`src/rtl/host_if_pkg.sv`:
```
// Shared types and constants for the host-interface switch.
package host_if_pkg;

    // Mode FSM states
    typedef enum logic [1:0] {
        ST_RUN    = 2'd0,
        ST_DRAIN  = 2'd1,
        ST_FLUSH  = 2'd2,
        ST_SWITCH = 2'd3
    } sw_state_t;

    // Host channel codes
    localparam int unsigned MODE_SFIFO = 0;
    localparam int unsigned MODE_SPI   = 1;
    localparam int unsigned MODE_UART  = 2;

    // Width of the saturating dropped-byte counter
    localparam int unsigned DROP_W = 8;

    // Saturating add used by the drop counter
    function automatic logic [DROP_W-1:0] sat_add(input logic [DROP_W-1:0] a,
                                                 input logic [DROP_W-1:0] b);
        logic [DROP_W:0] s;
        s = {1'b0, a} + {1'b0, b};
        return s[DROP_W] ? {DROP_W{1'b1}} : s[DROP_W-1:0];
    endfunction

endpackage

```
`src/rtl/host_if_switch_if.sv`:
```
// Channel-side and core-side FIFO handshakes of the host-interface switch.
interface host_if_switch_if #(
    parameter int unsigned NUM_CH = 4,
    parameter int unsigned DW     = 8
);
    logic [NUM_CH-1:0]    ch_rx_rd_en;
    logic [NUM_CH*DW-1:0] ch_rx_dout;
    logic [NUM_CH-1:0]    ch_rx_empty;
    logic [NUM_CH-1:0]    ch_tx_rd_en;
    logic [NUM_CH*DW-1:0] ch_tx_din;
    logic [NUM_CH-1:0]    ch_tx_empty;
    logic                 rx_fifo_rd_en;
    logic [DW-1:0]        rx_fifo_dout;
    logic                 rx_fifo_empty;
    logic                 tx_fifo_rd_en;
    logic [DW-1:0]        tx_fifo_din;
    logic                 tx_fifo_empty;

    // Switch side
    modport master (
        output ch_rx_rd_en, input ch_rx_dout, input ch_rx_empty,
        input ch_tx_rd_en, output ch_tx_din, output ch_tx_empty,
        input rx_fifo_rd_en, output rx_fifo_dout, output rx_fifo_empty,
        output tx_fifo_rd_en, input tx_fifo_din, input tx_fifo_empty
    );

    // PHY engines and core FIFOs
    modport slave (
        input ch_rx_rd_en, output ch_rx_dout, output ch_rx_empty,
        output ch_tx_rd_en, input ch_tx_din, input ch_tx_empty,
        output rx_fifo_rd_en, input rx_fifo_dout, input rx_fifo_empty,
        input tx_fifo_rd_en, output tx_fifo_din, output tx_fifo_empty
    );
endinterface

```
`src/rtl/host_if_txbuf.sv`:
```
// DEPTH x DW first-word-fall-through TX prefetch buffer with synchronous flush.
module host_if_txbuf #(
    parameter  int unsigned DEPTH = 4,
    parameter  int unsigned DW    = 8,
    localparam int unsigned PTR_W = $clog2(DEPTH),
    localparam int unsigned CNT_W = PTR_W + 1
) (
    input  logic             clk,
    input  logic             reset_n,
    input  logic             push,
    input  logic [DW-1:0]    din,
    input  logic             pop,
    input  logic             flush,
    output logic [DW-1:0]    dout,
    output logic [CNT_W-1:0] count
);
    logic [DW-1:0]    mem [DEPTH];
    logic [PTR_W-1:0] wr_ptr;
    logic [PTR_W-1:0] rd_ptr;
    logic             wr;
    logic             rd;

    assign wr   = push & (count != CNT_W'(DEPTH));
    assign rd   = pop & (count != '0);
    assign dout = mem[rd_ptr];

    // Storage array, no reset needed
    always_ff @(posedge clk) begin
        if (wr) begin
            mem[wr_ptr] <= din;
        end
    end

    // Pointers and occupancy; flush overrides push/pop
    always_ff @(posedge clk or negedge reset_n) begin
        if (!reset_n) begin
            wr_ptr <= '0;
            rd_ptr <= '0;
            count  <= '0;
        end else if (flush) begin
            wr_ptr <= '0;
            rd_ptr <= '0;
            count  <= '0;
        end else begin
            if (wr) wr_ptr <= wr_ptr + PTR_W'(1);
            if (rd) rd_ptr <= rd_ptr + PTR_W'(1);
            if (wr && !rd)      count <= count + CNT_W'(1);
            else if (rd && !wr) count <= count - CNT_W'(1);
        end
    end
endmodule

```
`src/rtl/host_if_switch.sv`:
```
// N-channel host-interface switch: RX mux, TX prefetch, glitch-free mode change.
module host_if_switch
    import host_if_pkg::*;
#(
    parameter  int unsigned NUM_CH   = 4,
    parameter  int unsigned DW       = 8,
    parameter  int unsigned DEPTH    = 4,
    parameter  int unsigned DEF_MODE = MODE_SFIFO,
    parameter  int unsigned DRAIN_TO = 1024,
    localparam int unsigned SEL_W    = $clog2(NUM_CH)
) (
    input  logic              clk,
    input  logic              reset_n,
    input  logic [SEL_W-1:0]  req_mode,
    output logic [SEL_W-1:0]  active_mode,
    output logic              switching,
    output logic              mode_err,
    output logic [DROP_W-1:0] drop_cnt,
    host_if_switch_if.master  bus
);
    localparam int unsigned CNT_W = $clog2(DEPTH) + 1;
    localparam int unsigned TMR_W = $clog2(DRAIN_TO + 1);
    localparam int unsigned REQ_W = SEL_W + 1;

    sw_state_t            state;
    logic [SEL_W-1:0]     target;
    logic [TMR_W-1:0]     timer;
    logic [CNT_W-1:0]     count;
    logic [DW-1:0]        head;
    logic                 run;
    logic                 push;
    logic                 pop;
    logic                 flush;
    logic                 req_valid;
    logic [NUM_CH-1:0]    rx_rd_en;
    logic [NUM_CH-1:0]    tx_empty;
    logic [DW-1:0]        rx_dout;
    logic                 rx_empty;

    // Datapath only open in RUN and never while reset is held
    assign run       = reset_n & (state == ST_RUN);
    assign req_valid = REQ_W'(req_mode) < REQ_W'(NUM_CH);
    assign push      = run & ~bus.tx_fifo_empty & (count < CNT_W'(DEPTH));
    assign pop       = bus.ch_tx_rd_en[active_mode] & (count != '0);
    assign flush     = (state == ST_FLUSH);
    assign switching = (state != ST_RUN);

    assign bus.tx_fifo_rd_en = push;
    assign bus.ch_tx_din     = {NUM_CH{head}};
    assign bus.ch_rx_rd_en   = rx_rd_en;
    assign bus.ch_tx_empty   = tx_empty;
    assign bus.rx_fifo_dout  = rx_dout;
    assign bus.rx_fifo_empty = rx_empty;

    host_if_txbuf #(.DEPTH(DEPTH), .DW(DW)) u_txbuf (
        .clk     (clk),
        .reset_n (reset_n),
        .push    (push),
        .din     (bus.tx_fifo_din),
        .pop     (pop),
        .flush   (flush),
        .dout    (head),
        .count   (count)
    );

    // Zero-latency RX mux and per-channel TX empty view
    always_comb begin
        rx_dout  = '0;
        rx_empty = 1'b1;
        rx_rd_en = '0;
        tx_empty = '1;
        for (int k = 0; k < NUM_CH; k++) begin
            if (SEL_W'(k) == active_mode) begin
                rx_dout     = bus.ch_rx_dout[k*DW +: DW];
                rx_empty    = ~run | bus.ch_rx_empty[k];
                rx_rd_en[k] = run & bus.rx_fifo_rd_en & ~bus.ch_rx_empty[k];
                tx_empty[k] = (count == '0);
            end
        end
    end

    // Mode-change FSM: drain old channel, flush on timeout, then switch
    always_ff @(posedge clk or negedge reset_n) begin
        if (!reset_n) begin
            state       <= ST_RUN;
            active_mode <= SEL_W'(DEF_MODE);
            target      <= SEL_W'(DEF_MODE);
            timer       <= '0;
            mode_err    <= 1'b0;
            drop_cnt    <= '0;
        end else begin
            case (state)
                ST_RUN: begin
                    if (!req_valid) begin
                        mode_err <= 1'b1;
                    end else if (req_mode != active_mode) begin
                        target <= req_mode;
                        timer  <= '0;
                        state  <= ST_DRAIN;
                    end
                end
                ST_DRAIN: begin
                    if (count == '0) begin
                        state <= ST_SWITCH;
                    end else if (timer == TMR_W'(DRAIN_TO - 1)) begin
                        state <= ST_FLUSH;
                    end else begin
                        timer <= timer + TMR_W'(1);
                    end
                end
                ST_FLUSH: begin
                    drop_cnt <= sat_add(drop_cnt, DROP_W'(count));
                    state    <= ST_SWITCH;
                end
                ST_SWITCH: begin
                    active_mode <= target;
                    state       <= ST_RUN;
                end
                default: state <= ST_RUN;
            endcase
        end
    end
endmodule
```
`src/flat_wrapper.sv`:
```
// flat-port wrapper written by rule: the top's interface ports become plain ports
module host_if_switch_flat import host_if_pkg::*;
#(
    parameter  int unsigned NUM_CH   = 4,
    parameter  int unsigned DW       = 8,
    parameter  int unsigned DEPTH    = 4,
    parameter  int unsigned DEF_MODE = MODE_SFIFO,
    parameter  int unsigned DRAIN_TO = 1024,
    localparam int unsigned SEL_W    = $clog2(NUM_CH)
)
  (clk, reset_n, req_mode, active_mode, switching, mode_err, drop_cnt, bus_ch_rx_rd_en, bus_ch_rx_dout, bus_ch_rx_empty, bus_ch_tx_rd_en, bus_ch_tx_din, bus_ch_tx_empty, bus_rx_fifo_rd_en, bus_rx_fifo_dout, bus_rx_fifo_empty, bus_tx_fifo_rd_en, bus_tx_fifo_din, bus_tx_fifo_empty);
  host_if_switch_if #(.NUM_CH(NUM_CH), .DW(DW)) bus_i ();
  input  logic clk;
  input  logic reset_n;
  input  logic [SEL_W-1:0] req_mode;
  output logic [SEL_W-1:0] active_mode;
  output logic switching;
  output logic mode_err;
  output logic [DROP_W-1:0] drop_cnt;
  output wire logic [$bits(bus_i.ch_rx_rd_en)-1:0] bus_ch_rx_rd_en;
  input wire logic [$bits(bus_i.ch_rx_dout)-1:0] bus_ch_rx_dout;
  input wire logic [$bits(bus_i.ch_rx_empty)-1:0] bus_ch_rx_empty;
  input wire logic [$bits(bus_i.ch_tx_rd_en)-1:0] bus_ch_tx_rd_en;
  output wire logic [$bits(bus_i.ch_tx_din)-1:0] bus_ch_tx_din;
  output wire logic [$bits(bus_i.ch_tx_empty)-1:0] bus_ch_tx_empty;
  input wire logic [$bits(bus_i.rx_fifo_rd_en)-1:0] bus_rx_fifo_rd_en;
  output wire logic [$bits(bus_i.rx_fifo_dout)-1:0] bus_rx_fifo_dout;
  output wire logic [$bits(bus_i.rx_fifo_empty)-1:0] bus_rx_fifo_empty;
  output wire logic [$bits(bus_i.tx_fifo_rd_en)-1:0] bus_tx_fifo_rd_en;
  input wire logic [$bits(bus_i.tx_fifo_din)-1:0] bus_tx_fifo_din;
  input wire logic [$bits(bus_i.tx_fifo_empty)-1:0] bus_tx_fifo_empty;
  assign bus_ch_rx_rd_en = bus_i.ch_rx_rd_en;
  assign bus_i.ch_rx_dout = bus_ch_rx_dout;
  assign bus_i.ch_rx_empty = bus_ch_rx_empty;
  assign bus_i.ch_tx_rd_en = bus_ch_tx_rd_en;
  assign bus_ch_tx_din = bus_i.ch_tx_din;
  assign bus_ch_tx_empty = bus_i.ch_tx_empty;
  assign bus_i.rx_fifo_rd_en = bus_rx_fifo_rd_en;
  assign bus_rx_fifo_dout = bus_i.rx_fifo_dout;
  assign bus_rx_fifo_empty = bus_i.rx_fifo_empty;
  assign bus_tx_fifo_rd_en = bus_i.tx_fifo_rd_en;
  assign bus_i.tx_fifo_din = bus_tx_fifo_din;
  assign bus_i.tx_fifo_empty = bus_tx_fifo_empty;
  host_if_switch #(.NUM_CH(NUM_CH), .DW(DW), .DEPTH(DEPTH), .DEF_MODE(DEF_MODE), .DRAIN_TO(DRAIN_TO)) u_core (.clk(clk), .reset_n(reset_n), .req_mode(req_mode), .active_mode(active_mode), .switching(switching), .mode_err(mode_err), .drop_cnt(drop_cnt), .bus(bus_i));
endmodule
```
`config.mk`:
```
export PLATFORM = sky130hd
export DESIGN_NAME = host_if_switch_flat
export DESIGN_NICKNAME = d
export VERILOG_FILES = /design/src/rtl/host_if_pkg.sv /design/src/rtl/host_if_switch_if.sv /design/src/rtl/host_if_txbuf.sv /design/src/rtl/host_if_switch.sv /design/src/flat_wrapper.sv
export SDC_FILE = /design/constraint.sdc
export NUM_CORES = 1
export LEC_CHECK = 0
export CAP_MARGIN = 10
export CORE_ASPECT_RATIO = 0.75
export CORE_MARGIN = 3
export CORE_UTILIZATION = 40
export CTS_CLUSTER_DIAMETER = 50
export CTS_CLUSTER_SIZE = 28
export DETAILED_ROUTE_END_ITERATION = 10
export GPL_TIMING_DRIVEN = 0
export PLACE_DENSITY = 0.71
export SYNTH_ARGS = -nofsm -noshare
export SYNTH_HDL_FRONTEND = slang
export SYNTH_SLANG_ARGS = --single-unit
```
`constraint.sdc`:
```
create_clock -name clk -period 6.06 [get_ports clk]
set_input_delay 0.909 -clock clk [delete_from_list [all_inputs] [get_ports clk]]
set_output_delay 0.909 -clock clk [all_outputs]
set_load 0.01 [all_outputs]
```
==> metrics.md <==
| Metric | Value |
|---|---|
| Cells after Synth | `~300` |
| Root buffer cell | `clkbuf_16` |
| Sequential-to-total area share from yosys stat | `48.45%` |
| Via count of the first global-routing pass | `about 2.8k` |
| Vias after detailed routing | `around 2.8k` |
| CTS sink count | `64` |
| Maximum clock path buffer count | `2` |
| Total of cells resized after clock tree synthesis | `0` |
| Half-perimeter wire length after detailed placement | `approximately 6.4 mm` |
| Synth Net Count | `~370` |
| Top-level port count | `116` |
| Worst-path cell with the longest stage delay | `clkdlybuf4s50_1` |
| Overall die area | `slightly above 0.01 sq mm` |
| Setup bufs post-CTS | `0` |
| Area Growth Syn to Fin | `44.01%` |
| Number of cells on the critical path | `4` |
| Mean routed wirelength per cell | `15.69 um` |
| Number of enable flip-flop cells after synthesis | `32` |
| Routed wire length | `8.424 mm` |
| Antenna violation net count after detailed routing | `0` |
| Leftover overflow at the end of global routing | `0` |
| Worst-case register-to-register setup slack | `about 3.7 ns` |
| Highest ir drop seen on vdd | `about 0.00026 V` |
| Final setup TNS | `0 ns` |
| Headroom to the max-slew limit | `between 40 and 50%` |
| Number of optimization iterations in the first detailed-route pass | `5` |
| Netlist area before placement | `roughly 0.0036 sq mm` |
| Setup slack after placement | `between 2 and 2.5 ns` |
| Maximum fanout encountered on the critical timing path | `34` |
| Setup crit end kind | `output port` |
| Crit Path Class | `in2out` |
| Weighted congestion reported at the end of routability-driven placement | `just over 0.8` |
| Data arrival at the endpoint of the critical path | `2.78 ns` |
| Diodes inserted | `0` |
| Final worst slack | `between 2 and 2.5 ns` |
| # setup viols final | `0` |
| Share of synthesized flip-flops with an asynchronous set or reset | `50.00%` |
| PwrDens | `approximately 460 mW/mm^2` |
| Final period utilization | `between 60% and 70%` |
| Clock buffers created by TritonCTS | `9` |
| Classification of the worst-slack hold path | `reg2reg` |
| Design Area, Final | `0.005236 sq mm` |
| Endpoint required time on the critical path | `a little over 5 ns` |
| Worst path cell trace | `buf_2 > nand2_1 > nor3_2 > clkdlybuf4s50_1` |
| Filler cell count | `700` |
| Per-cell via count in the routed design | `about 5.2` |
| Final critical-path required period | `~3.7 ns` |
| Run status | `complete, no violations` |
| Predominant post-synthesis flop cell | `edfxtp_1` |
| Launch point of the critical path | `reset_n` |
| Leakage power summed over all cells | `between 2 and 2.5 nW` |
| Hold Fails Final Rpt | `0` |
| Detailed Route Iter0 Violations | `199` |
| Cell row count | `29` |
| CTS H-Tree Depth | `3` |
| Slew at the pin with the worst max-slew slack | `a little under 0.8 ns` |
| Worst path top cell family by delay | `buffers and inverters` |
| Max stage delay on crit path | `roughly 0.64 ns` |
| Final routed DRC violation total | `0` |
| Number of buffer cells added on primary ports | `~110` |
| Worst Reg2Reg Path Length in Cells | `8` |
| Startpoint kind of the worst setup timing path | `input pin` |
| Worst-skew pair later-pin latency | `roughly 0.33 ns` |
| Layout cells sized above 1 | `between 10% and 20%` |
| CTS tree | `yes` |
| Endpoint of the worst setup timing path | `bus_tx_fifo_rd_en` |
| Unrepaired setup endpoints after global routing | `false` |
| Horizontal extent of the die | `roughly 120 um` |
| Placed inst area | `between 0.004 and 0.005 sq mm` |
| Clk_skew | `0.008962 ns` |
| Final layout net count | `approximately 500` |
| Wire length of the first global-routing pass | `13.39 mm` |
| Y dimension of the die | `88.57 um` |
| Distinct cells, synth | `between 50 and 60` |
| Yosys reg bits | `64` |
| Slew Viols, Final | `0` |
| Maximum achievable frequency | `about 0.27 GHz` |
| Avg Inst Size Synth | `12.16 sq um` |
| Total buffers and inverters traversed by the critical path | `2` |
| Global router's overall resource usage | `17.05%` |
| Clock transition at the register clock pins on the worst setup and hold paths after CTS | `about 0.060 ns` |
| Core Box Area | `between 0.008 and 0.009 sq mm` |
| Worst reg2reg path endpoint | `u_core.u_txbuf.count[2]` |
| Number of antenna violations at the first check in global routing | `0` |
| Hold-fix buffers, CTS | `0` |
| Largest net degree at the start of global routing | `35` |
| Yosys Warn Count | `0` |
| Initial standard-cell utilization of the core | `between 40% and 50%` |
| Number of maximum-capacitance violations | `0` |
| Launching point of the worst reg2reg path | `u_core.u_txbuf.count[2]` |
-- registers in the layout, indices dropped and copies added, names as in the netlist --
name,flops
u_core.state,2
u_core.u_txbuf.mem,32
u_core.active_mode,2
u_core.timer,11
u_core.u_txbuf.rd_ptr,2
u_core.target,2
u_core.u_txbuf.wr_ptr,2
u_core.u_txbuf.count,3
u_core.drop_cnt,8
-- worst min-delay path by stage --
stage	from	end	cells past startpoint
finish	u_core.timer[0]	u_core.timer[0]	1
global route	u_core.target[1]	u_core.active_mode[1]	1
CTS	u_core.timer[0]	u_core.timer[0]	1
detailed placement	u_core.timer[6]	u_core.timer[6]	1
global placement	u_core.timer[6]	u_core.timer[6]	1
floorplan	u_core.timer[6]	u_core.timer[6]	1
-- cell type report --
cell class                 count  area [sq um]  area share (%)
buffer                        39         252.7           4.827
clock buffer                   9         225.2           4.301
timing repair buffer         114          1136           21.70
tap                          108         135.1           2.581
inverter                      16         60.06           1.147
multi-input combinational    180          1562           29.82
clock inverter                 7         103.9           1.983
sequential                    64          1762           33.64
-- synthesized netlist by cell type (2+ instances only) --
| cell | count | share of area, % |
|---|---|---|
| dfrtp_1 | 32 | 22 |
| edfxtp_1 | 32 | 26 |
| buf_4 | 26 | 5.4 |
| mux4_2 | 18 | 11 |
| inv_1 | 16 | 1.7 |
| nand2_1 | 15 | 1.5 |
| ha_1 | 14 | 4.8 |
| nand3_1 | 13 | 1.8 |
| nor2_1 | 13 | 1.3 |
| a21oi_1 | 12 | 1.7 |
| o21ai_0 | 12 | 1.7 |
| buf_2 | 6 | 0.83 |
| a31oi_1 | 5 | 0.86 |
| mux2_2 | 5 | 1.5 |
| xnor2_1 | 5 | 1.2 |
| and2_1 | 4 | 0.69 |
| clkbuf_1 | 4 | 0.41 |
| mux2i_1 | 4 | 1.1 |
| or3_1 | 4 | 0.69 |
| xor2_1 | 4 | 0.96 |
| a21boi_0 | 3 | 0.62 |
| nand3b_1 | 3 | 0.62 |
| nor3_1 | 3 | 0.41 |
| nor4b_1 | 3 | 0.72 |
| o31ai_1 | 3 | 0.62 |
| and3_1 | 2 | 0.34 |
| and4_1 | 2 | 0.48 |
| buf_1 | 2 | 0.21 |
| fa_1 | 2 | 1.1 |
| nand2b_1 | 2 | 0.34 |
| nand4_1 | 2 | 0.34 |
| nor2b_1 | 2 | 0.34 |
| nor3_2 | 2 | 0.55 |
| o2111ai_1 | 2 | 0.48 |
| o211ai_1 | 2 | 0.41 |
| o221ai_1 | 2 | 0.48 |
-- where the power goes --
part           switching (mW)  internal [mW]  total, mW
logic                   0.556          0.686       1.24
registers              0.0814          0.533      0.614
clock network           0.197          0.364      0.561
-- through the flow --
stage	hold slack (ns)	total power, mW	util [%]	cells
floorplan	0.4653	1.356	-	299
global placement	0.4956	1.836	56.88	521
detailed placement	0.5104	1.871	56.82	521
CTS	0.5257	2.439	60.63	537
global route	0.5710	2.587	60.63	537
finish	0.5250	2.417	60.63	537
-- worst reg2reg max path, delay by kind of cell (launching register included) --
| family | cells | cell delay (ns) |
|---|---|---|
| flip-flops | 1 | 0.47 |
| AO/OA/AOI/OAI | 1 | 0.14 |
| adder cells (fa/ha/maj) | 2 | 0.65 |
| buffers and inverters | 1 | 0.29 |
| XOR/XNOR | 1 | 0.15 |
| AND/OR/NAND/NOR | 3 | 0.63 |
-- routing by layer --
| metal | vias up | global-route usage [%] | part of all wire, % |
|---|---|---|---|
| met5 | - | 0 | 0 |
| met4 | 0 | 5.058 | 1.3 |
| met3 | 10 | 6.562 | 8.3 |
| met2 | 116 | 26.63 | 47 |
| met1 | 1344 | 22.32 | 44 |
| li1 | 1340 | - | - |
-- cell usage in the layout, fill, tap and decap left out, types with 3 or more instances in the layout --
cell	synthesis	layout
o31ai_1	3	3
xnor2_1	5	5
buf_4	26	26
mux2_2	5	5
nor4b_1	3	3
buf_2	6	7
and2_1	4	4
clkinv_4	0	4
nor2_1	13	13
xor2_1	4	4
or3_1	4	4
inv_1	16	16
ha_1	14	14
nor3_1	3	3
a21oi_1	12	12
clkbuf_16	0	9
dfrtp_1	32	32
nand3b_1	3	3
mux2i_1	4	4
a31oi_1	5	5
clkdlybuf4s50_1	0	113
mux4_2	18	18
clkbuf_1	4	4
a21boi_0	3	3
nand2_1	15	15
edfxtp_1	32	32
o21ai_0	12	12
nand3_1	13	13
-- cells by family (layout without fill, tap and decap cells) --
logic type	count (synthesis)	in the layout	synth area share (%)
simple gates	75	75	11.29
xor+xnor	9	9	2.168
compound gates	52	52	9.670
flops	64	64	48.45
mux	27	27	13.80
other cells	1	1	0.1031
fa+ha+maj	16	16	5.919
buf+inv	55	185	8.603
(Power assumes the default switching activity.)
